==> config.mk <==
export PLATFORM = sky130hd
export DESIGN_NAME = elevator_scheduler
export DESIGN_NICKNAME = d
export VERILOG_FILES = /design/src/rtl/elevator_pkg.sv /design/src/rtl/elevator_scheduler_floor_cmp.sv /design/src/rtl/elevator_scheduler.sv
export SDC_FILE = /design/constraint.sdc
export NUM_CORES = 1
export LEC_CHECK = 0
export CAP_MARGIN = 25
export CORE_MARGIN = 3
export CORE_UTILIZATION = 60
export CTS_CLUSTER_DIAMETER = 60
export DETAILED_ROUTE_END_ITERATION = 8
export GPL_TIMING_DRIVEN = 0
export PLACE_DENSITY = 0.83
export SLEW_MARGIN = 25
export SYNTH_ARGS = -nofsm -noshare
export SYNTH_HDL_FRONTEND = slang
export SYNTH_SLANG_ARGS = --single-unit
==> constraint.sdc <==
create_clock -name clk -period 4.3 [get_ports clk]
set_input_delay 1.29 -clock clk [delete_from_list [all_inputs] [get_ports clk]]
set_output_delay 1.29 -clock clk [all_outputs]
set_load 0.05 [all_outputs]
==> src/rtl/elevator_pkg.sv <==
// rtl/elevator_pkg.sv - shared types and default constants for the elevator scheduler
//
// Purpose: controller state encoding, travel direction encoding and the
// default sizing/timing constants used by elevator_scheduler and floor_cmp.
// Ports: none (package).
package elevator_pkg;

  typedef enum logic [2:0] {
    IDLE,
    MOVE_UP,
    MOVE_DOWN,
    DOOR_OPEN,
    HALT
  } state_t;

  typedef enum logic {
    UP,
    DOWN
  } dir_t;

  localparam int N_FLOORS_DEF      = 4;
  localparam int FLOOR_W_DEF       = 2;
  localparam int TRAVEL_CYCLES_DEF = 8;
  localparam int DOOR_CYCLES_DEF   = 4;

endpackage

==> src/rtl/elevator_scheduler_floor_cmp.sv <==
// rtl/elevator_scheduler_floor_cmp.sv - combinational floor position comparator
//
// Purpose: compares a floor index against the target floor.
// Ports:
//   rst  in  1        active-low reset; forces all flags to 0 while asserted
//   a    in  FLOOR_W  floor under test
//   b    in  FLOOR_W  target floor
//   lt   out 1        a < b
//   gt   out 1        a > b
//   eq   out 1        a == b
module floor_cmp
  import elevator_pkg::*;
#(
  parameter int FLOOR_W = FLOOR_W_DEF
) (
  input  logic               rst,
  input  logic [FLOOR_W-1:0] a,
  input  logic [FLOOR_W-1:0] b,
  output logic               lt,
  output logic               gt,
  output logic               eq
);

  always_comb begin
    lt = rst && (a < b);
    gt = rst && (a > b);
    eq = rst && (a == b);
  end

endmodule

==> src/rtl/elevator_scheduler.sv <==
// rtl/elevator_scheduler.sv - SCAN elevator sequencing controller
//
// Purpose: latches floor requests, picks the next target with SCAN, drives the
// motor/door outputs and owns the current-floor register.
// Optional feature: ELEV_EMERG_STOP_EN adds the estop input and the HALT state.
// Ports:
//   clk            in  1         system clock, rising edge
//   rst            in  1         asynchronous active-low reset
//   estop          in  1         emergency stop (only with ELEV_EMERG_STOP_EN)
//   req_btn        in  N_FLOORS  floor request buttons
//   current_floor  out FLOOR_W   registered car position
//   target_floor   out FLOOR_W   floor being served (current_floor when idle)
//   pending        out N_FLOORS  latched unserved requests
//   motor_up       out 1         car moving up
//   motor_down     out 1         car moving down
//   door_open      out 1         door held open
//   busy           out 1         state is not IDLE
module elevator_scheduler
  import elevator_pkg::*;
#(
  parameter int N_FLOORS      = N_FLOORS_DEF,
  parameter int FLOOR_W       = FLOOR_W_DEF,
  parameter int TRAVEL_CYCLES = TRAVEL_CYCLES_DEF,
  parameter int DOOR_CYCLES   = DOOR_CYCLES_DEF
) (
  input  logic                clk,
  input  logic                rst,
`ifdef ELEV_EMERG_STOP_EN
  input  logic                estop,
`endif
  input  logic [N_FLOORS-1:0] req_btn,
  output logic [FLOOR_W-1:0]  current_floor,
  output logic [FLOOR_W-1:0]  target_floor,
  output logic [N_FLOORS-1:0] pending,
  output logic                motor_up,
  output logic                motor_down,
  output logic                door_open,
  output logic                busy
);

  localparam int TMR_MAX = (TRAVEL_CYCLES > DOOR_CYCLES) ? TRAVEL_CYCLES : DOOR_CYCLES;
  localparam int TMR_W   = $clog2(TMR_MAX + 1);
  localparam logic [TMR_W-1:0] TRAVEL_LD = TMR_W'(TRAVEL_CYCLES);
  localparam logic [TMR_W-1:0] DOOR_LD   = TMR_W'(DOOR_CYCLES);
  localparam logic [TMR_W-1:0] TMR_ONE   = TMR_W'(1);

  state_t               state_q, state_nx;
  dir_t                 dir_q, dir_nx;
  logic [FLOOR_W-1:0]   cur_q, floor_nx;
  logic [FLOOR_W-1:0]   target_q, target_nx;
  logic [N_FLOORS-1:0]  pending_q, pending_nx;
  logic [TMR_W-1:0]     trav_q, trav_nx;
  logic [TMR_W-1:0]     door_q, door_nx;
  logic [N_FLOORS-1:0]  served_mask, req_mask;

  // Floor the car reaches when the current travel timer expires.
  logic [FLOOR_W-1:0]   step_floor;
  logic                 cmp_lt, cmp_gt, cmp_eq;

  // Nearest pending floor above/below the car, and ahead of step_floor.
  logic                 up_hit, dn_hit, step_up_hit, step_dn_hit;
  logic [FLOOR_W-1:0]   up_idx, dn_idx, step_up_idx, step_dn_idx;

  // Lowest pending floor strictly above f; MSB flags a hit.
  function automatic logic [FLOOR_W:0] near_above(input logic [N_FLOORS-1:0] p,
                                                  input logic [FLOOR_W-1:0] f);
    logic [FLOOR_W:0] r;
    r = '0;
    for (int i = N_FLOORS - 1; i >= 0; i--)
      if (p[i] && (i > int'(f))) r = {1'b1, FLOOR_W'(i)};
    return r;
  endfunction

  // Highest pending floor strictly below f; MSB flags a hit.
  function automatic logic [FLOOR_W:0] near_below(input logic [N_FLOORS-1:0] p,
                                                  input logic [FLOOR_W-1:0] f);
    logic [FLOOR_W:0] r;
    r = '0;
    for (int i = 0; i < N_FLOORS; i++)
      if (p[i] && (i < int'(f))) r = {1'b1, FLOOR_W'(i)};
    return r;
  endfunction

  always_comb begin
    step_floor = cur_q;
    if (state_q == MOVE_UP)   step_floor = cur_q + FLOOR_W'(1);
    if (state_q == MOVE_DOWN) step_floor = cur_q - FLOOR_W'(1);
  end

  always_comb begin
    {up_hit, up_idx}           = near_above(pending_q, cur_q);
    {dn_hit, dn_idx}           = near_below(pending_q, cur_q);
    {step_up_hit, step_up_idx} = near_above(pending_q, step_floor);
    {step_dn_hit, step_dn_idx} = near_below(pending_q, step_floor);
  end

  floor_cmp #(.FLOOR_W(FLOOR_W)) u_cmp (
    .rst (rst),
    .a   (step_floor),
    .b   (target_q),
    .lt  (cmp_lt),
    .gt  (cmp_gt),
    .eq  (cmp_eq)
  );

  // State and datapath registers.
  always_ff @(posedge clk or negedge rst) begin
    if (!rst) begin
      state_q   <= IDLE;
      dir_q     <= UP;
      cur_q     <= '0;
      target_q  <= '0;
      pending_q <= '0;
      trav_q    <= '0;
      door_q    <= '0;
    end else begin
      state_q   <= state_nx;
      dir_q     <= dir_nx;
      cur_q     <= floor_nx;
      target_q  <= target_nx;
      pending_q <= pending_nx;
      trav_q    <= trav_nx;
      door_q    <= door_nx;
    end
  end

  // Next-state and datapath update.
  always_comb begin
    state_nx    = state_q;
    dir_nx      = dir_q;
    floor_nx    = cur_q;
    target_nx   = target_q;
    trav_nx     = trav_q;
    door_nx     = door_q;
    served_mask = '0;
    req_mask    = '1;

    case (state_q)
      IDLE: begin
        target_nx = cur_q;
        if (pending_q[cur_q]) begin
          state_nx           = DOOR_OPEN;
          door_nx            = DOOR_LD;
          served_mask[cur_q] = 1'b1;
        end else if (dir_q == UP && up_hit) begin
          state_nx  = MOVE_UP;
          target_nx = up_idx;
          trav_nx   = TRAVEL_LD;
        end else if (dn_hit) begin
          state_nx  = MOVE_DOWN;
          dir_nx    = DOWN;
          target_nx = dn_idx;
          trav_nx   = TRAVEL_LD;
        end else if (up_hit) begin
          state_nx  = MOVE_UP;
          dir_nx    = UP;
          target_nx = up_idx;
          trav_nx   = TRAVEL_LD;
        end
      end

      MOVE_UP, MOVE_DOWN: begin
        if (trav_q <= TMR_ONE) begin
          floor_nx = step_floor;
          if (cmp_eq || pending_q[step_floor]) begin
            // Target reached or a pickup on the way.
            state_nx                = DOOR_OPEN;
            door_nx                 = DOOR_LD;
            trav_nx                 = '0;
            target_nx               = step_floor;
            served_mask[step_floor] = 1'b1;
          end else if (state_q == MOVE_UP && cmp_lt && step_up_hit) begin
            trav_nx   = TRAVEL_LD;
            target_nx = step_up_idx;
          end else if (state_q == MOVE_DOWN && cmp_gt && step_dn_hit) begin
            trav_nx   = TRAVEL_LD;
            target_nx = step_dn_idx;
          end else begin
            state_nx  = IDLE;
            trav_nx   = '0;
            target_nx = step_floor;
          end
        end else begin
          trav_nx = trav_q - TMR_ONE;
        end
      end

      DOOR_OPEN: begin
        // A press for this floor holds the door instead of queueing a request.
        req_mask[cur_q] = 1'b0;
        if (req_btn[cur_q]) begin
          door_nx = DOOR_LD;
        end else if (door_q <= TMR_ONE) begin
          state_nx = IDLE;
          door_nx  = '0;
        end else begin
          door_nx = door_q - TMR_ONE;
        end
      end

      default: begin
        // HALT: leaving it re-runs the IDLE decision, restarting any move.
        state_nx  = IDLE;
        target_nx = cur_q;
      end
    endcase

`ifdef ELEV_EMERG_STOP_EN
    if (estop) begin
      state_nx    = HALT;
      dir_nx      = dir_q;
      floor_nx    = cur_q;
      target_nx   = target_q;
      trav_nx     = trav_q;
      door_nx     = door_q;
      served_mask = '0;
      req_mask    = '1;
    end
`endif

    pending_nx = (pending_q | (req_btn & req_mask)) & ~served_mask;
  end

  // Moore outputs decoded from the registered state.
  always_comb begin
    motor_up      = (state_q == MOVE_UP);
    motor_down    = (state_q == MOVE_DOWN);
    door_open     = (state_q == DOOR_OPEN);
    busy          = (state_q != IDLE);
    current_floor = cur_q;
    target_floor  = target_q;
    pending       = pending_q;
  end

endmodule

**Word-level counts from Yosys, hierarchy flattened**

Index checks and enable logic that the tools add are counted.

- Add/sub/neg operators: 4
- Order comparisons: 20
- Reduce and logical (&&, ||, !) cells: 35
- Equal/unequal tests: 14
- Muxes and demuxes: 66
- Bitwise gates (word level): 9

Operator list:

| cell | count |
|---|---|
| $mux W4 | 17 |
| $mux W3 | 22 |
| $logic_and A1 B1 Y1 | 22 |
| $mux W2 | 10 |
| $pmux W4 S2 | 2 |
| $pmux W4 S3 | 1 |
| $ne A2 B2 Y1 const B | 5 |
| $pmux W3 S3 | 1 |
| $and A4 B4 Y4 | 2 |
| $gt A2 B2 Y1 const A | 4 |
| $le A4 B1 Y1 const B | 2 |
| $lt A1 B2 Y1 const A | 4 |
| $not A4 Y4 | 2 |
| $reduce_and A4 Y1 | 2 |
| $sub A4 B1 Y4 const B | 2 |
| $mux W1 | 7 |
| $bmux W1 S2 | 3 |
| $eq A3 B2 Y1 const B | 2 |
| $lt A2 B3 Y1 const B | 2 |
| $ne A3 B3 Y1 const B | 2 |
| $pmux W2 S3 | 1 |
| $reduce_and A6 Y1 | 1 |
| $reduce_bool A3 Y1 | 2 |
| $ne A5 B5 Y1 const B | 1 |
| other kinds (20) | 29 |

- Bits in registers: 20
- Input port bits: 6
- Output and inout bits: 12
- Logic and storage cells: 155

**Depth between registers and ports, before layout**

Gate-level depths: netlist (run 1).

- Word-level depth: 14
- Mapped depth: 13
- Gate-level depth less buffers: 12

**Hierarchy**

Synthesis (run 1) repeated with hierarchy kept, for this count alone.

- Cell total of the unflattened synthesis: 245
- Area total of the unflattened synthesis: 2107.0 um^2

Modules (own cells, without submodules):

| module | area an instance (um^2) | times used | sequential area each (um^2) | cells an instance |
|---|---|---|---|---|
| elevator_scheduler | 2026.9 | 1 | 475.5 | 236 |
| floor_cmp | 80.1 | 1 | 0.0 | 9 |

**Worst setup path before layout (run 1)**

OpenSTA, ideal clock, no wires.

- Kind: register to register
- Start point: register cur_q[0] (netlist: current_floor[0])
- End point: register state_q[1]
- Buffers on the path: 1
- Arrival time: 3243 ps
- Stages on the path, launching flop included: 14
- Period minus slack after synthesis: 3367 ps
- Data required time: 4176 ps
- Path slack: 933 ps
- Library setup time: 124 ps
- Cells stage by stage: dfrtp_1 buf_4 inv_1 ha_1 or2b_1 and3_4 inv_1 ha_1 a21boi_0 or3_1 a21oi_1 nand2b_4 a21oi_1 a211o_1

- Cells in the longest elaborated chain, start to end: 11
- Elaborated cells between the ends (all ways): 69
- Classes of those cells: add/sub (2); order compare (14); eq/ne (5); mux (26); reduce/logical (22)

Ends and longest elaborated chain:

| element | line | text |
|---|---|---|
| from (decl) | elevator_scheduler.sv:49 | `logic [FLOOR_W-1:0] cur_q, floor_nx;` |
| from (signal assigned) | elevator_scheduler.sv:119 | `cur_q <= floor_nx;` |
| $add A2 B1 Y2 | elevator_scheduler.sv:86 | `if (state_q == MOVE_UP) step_floor = cur_q + FLOOR_W'(1);` |
| $mux W2 | elevator_scheduler.sv:86 |  |
| $mux W2 * | elevator_scheduler.sv:87 | `if (state_q == MOVE_DOWN) step_floor = cur_q - FLOOR_W'(1);` |
| named net step_floor[1] | elevator_scheduler.sv:57 | `logic [FLOOR_W-1:0] step_floor;` |
| $lt A1 B2 Y1 / $gt A2 B2 Y1 (equally long branches) | elevator_scheduler.sv:80, elevator_scheduler.sv:70 |  |
| $logic_and A1 B1 Y1, on equally long branches | elevator_scheduler.sv:80, elevator_scheduler.sv:70 |  |
| $mux W3, on equally long branches (3 in series) | elevator_scheduler.sv:80, elevator_scheduler.sv:70 |  |
| $logic_and A1 B1 Y1, on equally long branches | elevator_scheduler.sv:175, elevator_scheduler.sv:172 |  |
| $ne A3 B3 Y1 (no line) | n/a |  |
| $reduce_and A6 Y1 (no line) | n/a |  |
| to (signal assigned) | elevator_scheduler.sv:117 | `state_q <= state_nx;` |
| to (decl) | elevator_scheduler.sv:47 | `state_t state_q, state_nx;` |

Mark *: on every way through the listed nets, which the timed path passes. The rest lies on a longest branch. The select of a mux whose other input is x is not followed.
A chain may end at the register's enable or synchronous reset.

**Worst setup path in the final report (run 1)**

- Start point: register cur_q[0] (netlist: current_floor[0])
- End point: register target_q[1] (netlist: target_floor[1])

- Cells in the longest elaborated chain, start to end: 14
- Elaborated cells between the ends (all ways): 65
- Classes of those cells: add/sub (2); order compare (14); eq/ne (1); mux (27); reduce/logical (21)

Ends and longest elaborated chain:

| element | line | text |
|---|---|---|
| $add A2 B1 Y2 | elevator_scheduler.sv:86 |  |
| $mux W2 | elevator_scheduler.sv:86 |  |
| $mux W2 * | elevator_scheduler.sv:87 |  |
| named net step_floor[1] | elevator_scheduler.sv:57 |  |
| $lt A1 B2 Y1 | elevator_scheduler.sv:80 | `if (p[i] && (i < int'(f))) r = {1'b1, FLOOR_W'(i)};` |
| $logic_and A1 B1 Y1 | elevator_scheduler.sv:80 |  |
| $mux W3 (3 in series) | elevator_scheduler.sv:80 |  |
| $logic_and A1 B1 Y1 | elevator_scheduler.sv:175 | `end else if (state_q == MOVE_DOWN && cmp_gt && step_dn_hit) begin` |
| $mux W2 | elevator_scheduler.sv:175 |  |
| $mux W2 | elevator_scheduler.sv:172 | `end else if (state_q == MOVE_UP && cmp_lt && step_up_hit) begin` |
| $mux W2 * | elevator_scheduler.sv:165 | `if (cmp_eq \|\| pending_q[step_floor]) begin` |
| $mux W2 * | elevator_scheduler.sv:163 | `if (trav_q <= TMR_ONE) begin` |
| $pmux W2 S3 * | elevator_scheduler.sv:138 | `case (state_q)` |
| to (signal assigned) | elevator_scheduler.sv:120 | `target_q <= target_nx;` |
| to (decl) | elevator_scheduler.sv:50 | `logic [FLOOR_W-1:0] target_q, target_nx;` |

Marked as above.

==> results of run 1 <==
## sequential cells by signal (all words and copies together) (netlist names)
name / count
current_floor: 2
dir_q: 1
door_q: 4
pending: 4
state_q: 2
target_floor: 2
trav_q: 4
## cell usage in the layout (no fill, tap or decap), types with 8 or more instances in the layout
master and count:
nand2_1 20, nand2b_1 8, nand3_1 8, ha_1 16, nor2_1 18, inv_1 14
a21oi_1 16, nor3_1 8, clkdlybuf4s50_1 16, o21ai_0 15, dfrtp_1 19
## through the flow
stage               cell area (um2)  hold WS [ps]
floorplan                      1840           472
global placement               2050           494
CTS                            2080           547
global route                   2070           566
finish                         2070           541
detailed placement             2050           520
## metal layers
metal	share of wire [%]	track usage, %	up-vias
li1	-	-	866
met1	47	37.5	836
met2	46	40.5	50
met3	4.5	3.35	12
met4	2.1	8.48	0
met5	0	0	-
## logic make-up after synthesis
group / after synthesis
multiplexers: 5
buffers and inverters: 22
flip-flops: 19
XOR/XNOR: 2
adder cells (fa/ha/maj): 16
AND/OR/NAND/NOR: 82
AO/OA/AOI/OAI: 76
## worst max-delay path by stage
stage                startpoint         endpoint  slack (ps)
3_3_place_gp                rst  target_floor[0]         490
3_5_place_dp                rst  target_floor[0]         410
5_1_grt        current_floor[0]  target_floor[1]         570
4_1_cts                     rst  target_floor[0]         750
2_1_floorplan  current_floor[0]       state_q[1]         930
6_report       current_floor[0]  target_floor[1]         800
## layout make-up
class	count	share of cell area, %
clock buffers	3	1.09
plain buffers	8	2.72
inverters	14	2.53
clock inverters	1	0.362
multi-input cells	181	60.5
repair buffers	17	7.97
well taps	31	1.87
flip-flops and latches	19	22.9
## worst max-delay path, stage by stage, from the launching register on
cell	delay [ps]
dfrtp_1	470
buf_4	230
inv_1	130
ha_1	350
or2b_1	230
and3_4	150
inv_1	190
ha_1	310
a21boi_0	150
or3_1	420
a2111oi_0	430
o211ai_1	130
o2111ai_1	120
o21a_1	140
==> impl_metrics.json, run 1 <==
{
  "max_cap_violations": 0,
  "num_vias": 1764,
  "clk_pin_slew_worst_paths_ps": 120,
  "netlist_instances": 222,
  "yosysTopAreaCellShare_pct": 25.9,
  "arrival_ps": 3760,
  "synth-edff-count": 0,
  "period_needed_ps": 3500,
  "drive_gt1_share_pct": 7.82,
  "synth_compound_area_share_pct": 28.7,
  "path_class": "reg -> reg",
  "synth_top_cell_by_area": "dfrtp_1",
  "hold_depth": 1,
  "h-tree-depth": 1,
  "ys_types": 57,
  "drt_iter0_markers": 126,
  "postCtsSetupRepairBufs": 0,
  "grt_pass1_wl_um": 7370,
  "route.detailed.drc": 0,
  "drv_slew": 0,
  "dp_slack_ps": 405,
  "setup_slack_ps": 800,
  "viasPerCell": 6.44,
  "worst_r2r_startpoint": "current_floor[0]",
  "synthMuxAreaShare_pct": 4.35,
  "die_w_um": 61.4,
  "firstDrtPassIters": 4,
  "synth_xor_area_share_pct": 0.952,
  "slew_headroom_pct": 56.5,
  "die_y_um": 61.4,
  "avgSynthCellArea_um2": 8.28,
  "ctsHoldBuffers": 0,
  "cp-start-kind": "flip-flop",
  "grt_max_degree": 24,
  "synth-async-reset-ratio_pct": 100,
  "synth_commonest_cells": "20 x nand2_1, 19 x dfrtp_1, 18 x nor2_1",
  "hpwl_um": 3410,
  "ant_nets": 0,
  "setup_viol": 0,
  "n_antenna_cell": 0,
  "worstHoldPathType": "reg -> reg",
  "fin_crit_sh_pct": 81.4,
  "wl_per_cell_um": 16.4,
  "ys_seq_elements": 19,
  "place_congestion": 0.942,
  "hold_viol_final": 0,
  "worstReg2RegEnd": "target_floor[1]",
  "worst_slew_pin_slew_ps": 635,
  "setup_tns_ps": 0,
  "cts_tree": "built",
  "rsz0062_at_grt": "no",
  "ys.flop_type": "dfrtp_1",
  "synthTopCellsByArea": "dfrtp_1 26%, ha_1 11%, a21oi_1 4.4%, nand2_1 4.1%, o21ai_0 4.1%",
  "ys_seq_area_share_pct": 25.9,
  "track_usage_pct": 26.0,
  "fp-row-count": 19,
  "clock_path_buffers": 2,
  "timing.fmax_mhz": 286,
  "netlist_area_um2": 1840,
  "yosysWarnings": 0,
  "hold_end": "target_floor[1]",
  "cts-resized-gates": 0,
  "core_um2": 2830,
  "instances_no_fill": 274,
  "synth_top_family_by_area": "compound AO/OA/AOI/OAI gates",
  "cts_root_buf": "clkbuf_4",
  "reg2reg_depth": 13,
  "seq_area_um2": 475,
  "antenna_found_initial": 0,
  "dieArea_um2": 3770,
  "yosysMostFrequentCell": "nand2_1",
  "cts.sinks": 19,
  "drt_wl_total_um": 4490,
  "syn-num-nets": 244,
  "crit_required_ps": 4560,
  "portBuffers": 17,
  "r2r_slack_ps": 800,
  "fillers": 221,
  "final_nets": 266,
  "grt_pass1_vias": 1631,
  "ioPinCount": 18,
  "initial_core_util_pct": 65.0,
  "status": "finished clean",
  "synth_fa_ha_area_share_pct": 10.9,
  "numPlacedInstances": 270,
  "endpoint_kind": "flip-flop",
  "areaGrowthSynthToFinish_pct": 12.7,
  "hold_start": "target_floor[1]",
  "multi_input_area_um2": 1250,
  "finalClockSkew_ps": 2.98,
  "fin_util_pct": 73.3,
  "cts-buffers-inserted": 3,
  "cp_max_fo": 10,
  "gr-total-overflow": 0,
  "clock_latency_ps": 310,
  "synth-simple-area-share_pct": 23.3
}
Power of run 1 is not shown: default switching activity piles up to over one toggle a cycle in this logic, so the estimate is an artifact.
==> run 2: changes to the inputs <==
CORE_UTILIZATION = 57   (was 60)
PLACE_DENSITY = 0.8   (was 0.83)
clock period = 3.3 ns   (was 4.3 ns; I/O delays follow)
==> run 2 against run 1 <==
Flip-flop and latch count did not move. Final area rose by 4.6%. Die area rose by 4.7%. Largest cell class unchanged. First-iteration DRC count rose by 98%. Wire length rose by 5.8%. Cell count rose by 5.8%. Sequential share of layout area fell by 0.95 points. Worst hold slack got worse by 3.6 ps. Fmax rose by 9.2%. Critical path type unchanged. Highest routed layer unchanged.
==> impl_metrics.json, run 2 (synthesis results as in run 1) <==
{
  "status": "finished clean",
  "ioPinCount": 18,
  "route.detailed.drc": 0,
  "drv_slew": 0,
  "cp-start-kind": "flip-flop",
  "slew_headroom_pct": 57.8,
  "grt_max_degree": 24,
  "die_w_um": 62.8,
  "cts_tree": "built",
  "drt_iter0_markers": 250,
  "hpwl_um": 3450,
  "setup_slack_ps": 94.3,
  "h-tree-depth": 1,
  "timing.fmax_mhz": 312,
  "wl_per_cell_um": 16.4,
  "hold_viol_final": 0,
  "areaGrowthSynthToFinish_pct": 17.9,
  "initial_core_util_pct": 62.9,
  "fillers": 223,
  "crit_path_cell_trace": "inv_1 -> ha_1 -> buf_6 -> or3b_1 -> and3_4 -> clkinvlp_4 -> ha_1 -> a21boi_2 -> or3_4 -> a21oi_2 -> nand2b_4 -> a21oi_1 -> a211o_1",
  "core_um2": 2920,
  "dieArea_um2": 3940,
  "cp_max_fo": 10,
  "slowest_delay_ps": 420,
  "instances_no_fill": 290,
  "ant_nets": 0,
  "numPlacedInstances": 281,
  "seq_area_um2": 477,
  "clock_path_buffers": 2,
  "clock_latency_ps": 320,
  "place_congestion": 0.884,
  "cts_root_buf": "clkbuf_4",
  "drive_gt1_share_pct": 12.9,
  "wl_met2_um": 2160,
  "grt_pass1_wl_um": 8130,
  "clk_pin_slew_worst_paths_ps": 120,
  "fp-row-count": 19,
  "period_needed_ps": 3210,
  "routed.top_layer": "met4",
  "finalClockSkew_ps": 3.76,
  "num_vias": 1849,
  "arrival_ps": 3430,
  "firstDrtPassIters": 6,
  "ctsHoldBuffers": 0,
  "path_class": "reg -> reg",
  "cts.sinks": 19,
  "antenna_found_initial": 0,
  "cts-buffers-inserted": 3,
  "dp_slack_ps": -426,
  "worst_slew_pin_slew_ps": 628,
  "drt-met1-wl_um": 2080,
  "layout_common_cells": "20 x nand2_1, 18 x nor2_1, 18 x dfrtp_1",
  "grt_pass1_vias": 1775,
  "n_antenna_cell": 0,
  "fin_crit_sh_pct": 97.1,
  "portBuffers": 17,
  "endpoint_kind": "flip-flop",
  "gr-total-overflow": 0,
  "met3_length_um": 414,
  "die_y_um": 62.8,
  "crit_top_cell": "ha_1",
  "track_usage_pct": 24.8,
  "max_cap_violations": 0,
  "setup_viol": 0,
  "crit_required_ps": 3520,
  "cpMaxStageDelayCell": "dfrtp_1",
  "final_nets": 271,
  "viasPerCell": 6.38,
  "mostFrequentLayoutCell": "nand2_1",
  "drt_wl_total_um": 4760,
  "worstHoldPathType": "reg -> reg",
  "multi_input_area_um2": 1290
}
-- run 2: path summary, 6_finish.rpt --
path / start / to / slack, ps / cells past startpoint
hold / removal: trav_q[1] / trav_q[1] / 540 / 2
hold reg to reg: trav_q[1] / trav_q[1] / 540 / 2
setup / recovery: state_q[0] / state_q[1] / 90 / 13
max in group asynchronous: rst / current_floor[0] / 2320 / 1
setup reg to reg: state_q[0] / state_q[1] / 90 / 13
min in group asynchronous: rst / door_q[2] / 610 / 1
-- run 2: worst max-delay path, delay by kind of cell, from the launching register on --
family | cells | cell delay, ps
buffers and inverters | 3 | 350
AOI/OAI and AO/OA | 4 | 680
adders and majority gates | 2 | 490
DFF | 1 | 420
and+or+nand+nor | 4 | 1150
-- run 2: repair_timing --
action | 4_1_cts | 5_1_grt
endpoints found under the hold margin | 0 | 0
resized for setup | 3 | 8
setup endpoints to repair | 4 | 5
buffers inserted | 0 | 5
-- run 2: final cells by class --
class	instances	share of cell area, %
Buffer	8	2.60
Clock buffer	3	1.04
Clock inverter	1	0.346
Inverter	14	2.60
Multi-Input combinational cell	181	59.7
Sequential cell	19	22.0
Tap cell	42	2.42
Timing Repair Buffer	22	9.35
-- run 2: stage by stage --
| stage | setup TNS (ps) | hold slack [ps] | area (um2) | utilization (%) |
|---|---|---|---|---|
| 6_report | 0 | 537 | 2170 | 74.2 |
| 4_1_cts | -54.2 | 548 | 2100 | 71.7 |
| 5_1_grt | -101 | 575 | 2170 | 74.2 |
| 2_1_floorplan | 0 | 472 | 1840 | - |
| 3_3_place_gp | -1580 | 486 | 2060 | 70.6 |
| 3_5_place_dp | -2710 | 521 | 2060 | 70.6 |
-- run 2: layer usage --
| layer | GRT usage, % | vias up |
|---|---|---|
| li1 | - | 873 |
| met1 | 32.8 | 855 |
| met2 | 42.1 | 105 |
| met3 | 4.68 | 16 |
| met4 | 5.23 | 0 |
| met5 | 0 | - |
Power of run 2 is left out for the same reason.
==> run 3: changes to the inputs <==
SLEW_MARGIN = 20   (was 25)
==> run 3 against run 2 <==
Register-to-register slack improved by 20 ps. Wire length up 0.90%. Sequential share of layout area down 0.19 points. Critical path depth is the same. Core utilization is 0.64 points higher. Cell count grew 0.34%. Clock-buffer cell count unchanged. Non-clock buffer count rose by 1. Worst hold slack barely moved. Flip-flop and latch count stayed put.
==> impl_metrics.json, run 3 (synthesis results as in run 1) <==
{
  "status": "finished clean",
  "period_needed_ps": 3190,
  "drive_gt1_share_pct": 12.9,
  "drt_wl_total_um": 4800,
  "final_nets": 272,
  "die_y_um": 62.8,
  "cp_max_fo": 10,
  "placed_cell_area_um2": 2060,
  "areaGrowthSynthToFinish_pct": 18.9,
  "numPlacedInstances": 281,
  "grt_pass1_vias": 1775,
  "slew_headroom_pct": 57.6,
  "viasPerCell": 6.33,
  "instances_no_fill": 291,
  "fin_util_pct": 74.8,
  "core_um2": 2920,
  "drt_iter0_markers": 224,
  "route.detailed.drc": 0,
  "worstHoldPathType": "reg -> reg",
  "fin_crit_sh_pct": 96.5,
  "mostFrequentLayoutCell": "nand2_1",
  "fin_area_um2": 2190,
  "wl_per_cell_um": 16.5,
  "setup_viol": 0,
  "place_congestion": 0.884,
  "clock_path_buffers": 2,
  "ctsHoldBuffers": 0,
  "cts-buffers-inserted": 3,
  "cp-start-kind": "flip-flop",
  "dieArea_um2": 3940,
  "finalClockSkew_ps": 1.84,
  "ioPinCount": 18,
  "max_cap_violations": 0,
  "ant_nets": 0,
  "hpwl_um": 3450,
  "grt_max_degree": 24,
  "fp-row-count": 19,
  "portBuffers": 17,
  "drv_slew": 0,
  "setup_tns_ps": 0,
  "track_usage_pct": 24.8,
  "worst_slew_pin_slew_ps": 631,
  "cts.sinks": 19,
  "h-tree-depth": 1,
  "fillers": 219,
  "endpoint_kind": "flip-flop",
  "hold_viol_final": 0,
  "firstDrtPassIters": 5,
  "num_vias": 1843,
  "die_w_um": 62.8,
  "gr-total-overflow": 0,
  "timing.fmax_mhz": 314,
  "clock_latency_ps": 320,
  "cts_root_buf": "clkbuf_4",
  "clk_pin_slew_worst_paths_ps": 120,
  "antenna_found_initial": 0,
  "path_class": "reg -> reg",
  "arrival_ps": 3410,
  "initial_core_util_pct": 62.9,
  "layout_common_cells": "20 x nand2_1, 18 x nor2_1, 18 x dfrtp_1",
  "grt_pass1_wl_um": 8130,
  "n_antenna_cell": 0,
  "cts_tree": "built",
  "crit_required_ps": 3520
}
-- run 3: through the flow --
| step | setup slack, ps | hold WS, ps |
|---|---|---|
| 6_report | 114 | 537 |
| 5_1_grt | -42.9 | 575 |
| 4_1_cts | -32.1 | 548 |
| 3_5_place_dp | -426 | 521 |
| 3_3_place_gp | -320 | 486 |
| 2_1_floorplan | 23.7 | 472 |
-- run 3: layout make-up --
cell class | instances | area, um2 | area share [%]
Clock inverter | 1 | 7.51 | 0.343
Sequential cell | 19 | 477 | 21.8
Tap cell | 42 | 52.6 | 2.40
Clock buffer | 3 | 22.5 | 1.03
Buffer | 8 | 56.3 | 2.57
Inverter | 14 | 56.3 | 2.57
Timing Repair Buffer | 23 | 221 | 10.1
Multi-Input combinational cell | 181 | 1290 | 59.2
-- run 3: worst max-delay path, stage by stage, from the launching register on --
cell and delay [ps]:
dfrtp_1 420, inv_1 80, ha_1 230, buf_6 150, or3b_1 370, and3_4 210, clkinvlp_4 120, ha_1 260
a21boi_2 180, or3_4 410, a21oi_2 150, nand2b_4 160, a21oi_1 70, a211o_1 280
-- run 3: final timing paths --
| path | from | endpoint | slack [ps] | cells after the start |
|---|---|---|---|---|
| max | state_q[0] | state_q[1] | 110 | 13 |
| min | trav_q[1] | trav_q[1] | 540 | 2 |
| max reg2reg | state_q[0] | state_q[1] | 110 | 13 |
| min reg2reg | trav_q[1] | trav_q[1] | 540 | 2 |
| max in group asynchronous | rst | current_floor[0] | 2170 | 2 |
| min in group asynchronous | rst | pending[2] | 680 | 1 |
-- run 3: repair_timing --
action | in CTS | in global routing
gates resized for setup | 3 | 8
buffers inserted | 0 | 5
endpoints found under the setup margin | 4 | 5
hold endpoints to repair | 0 | 0
-- run 3: routing by layer --
layer	routed length [um]	up-vias	global-route usage, %
met3	360	8	4.68
li1	-	874	-
met2	2220	93	42.1
met1	2160	868	32.8
met5	0	-	0
met4	55	0	5.23
Power of run 3 is left out for the same reason.
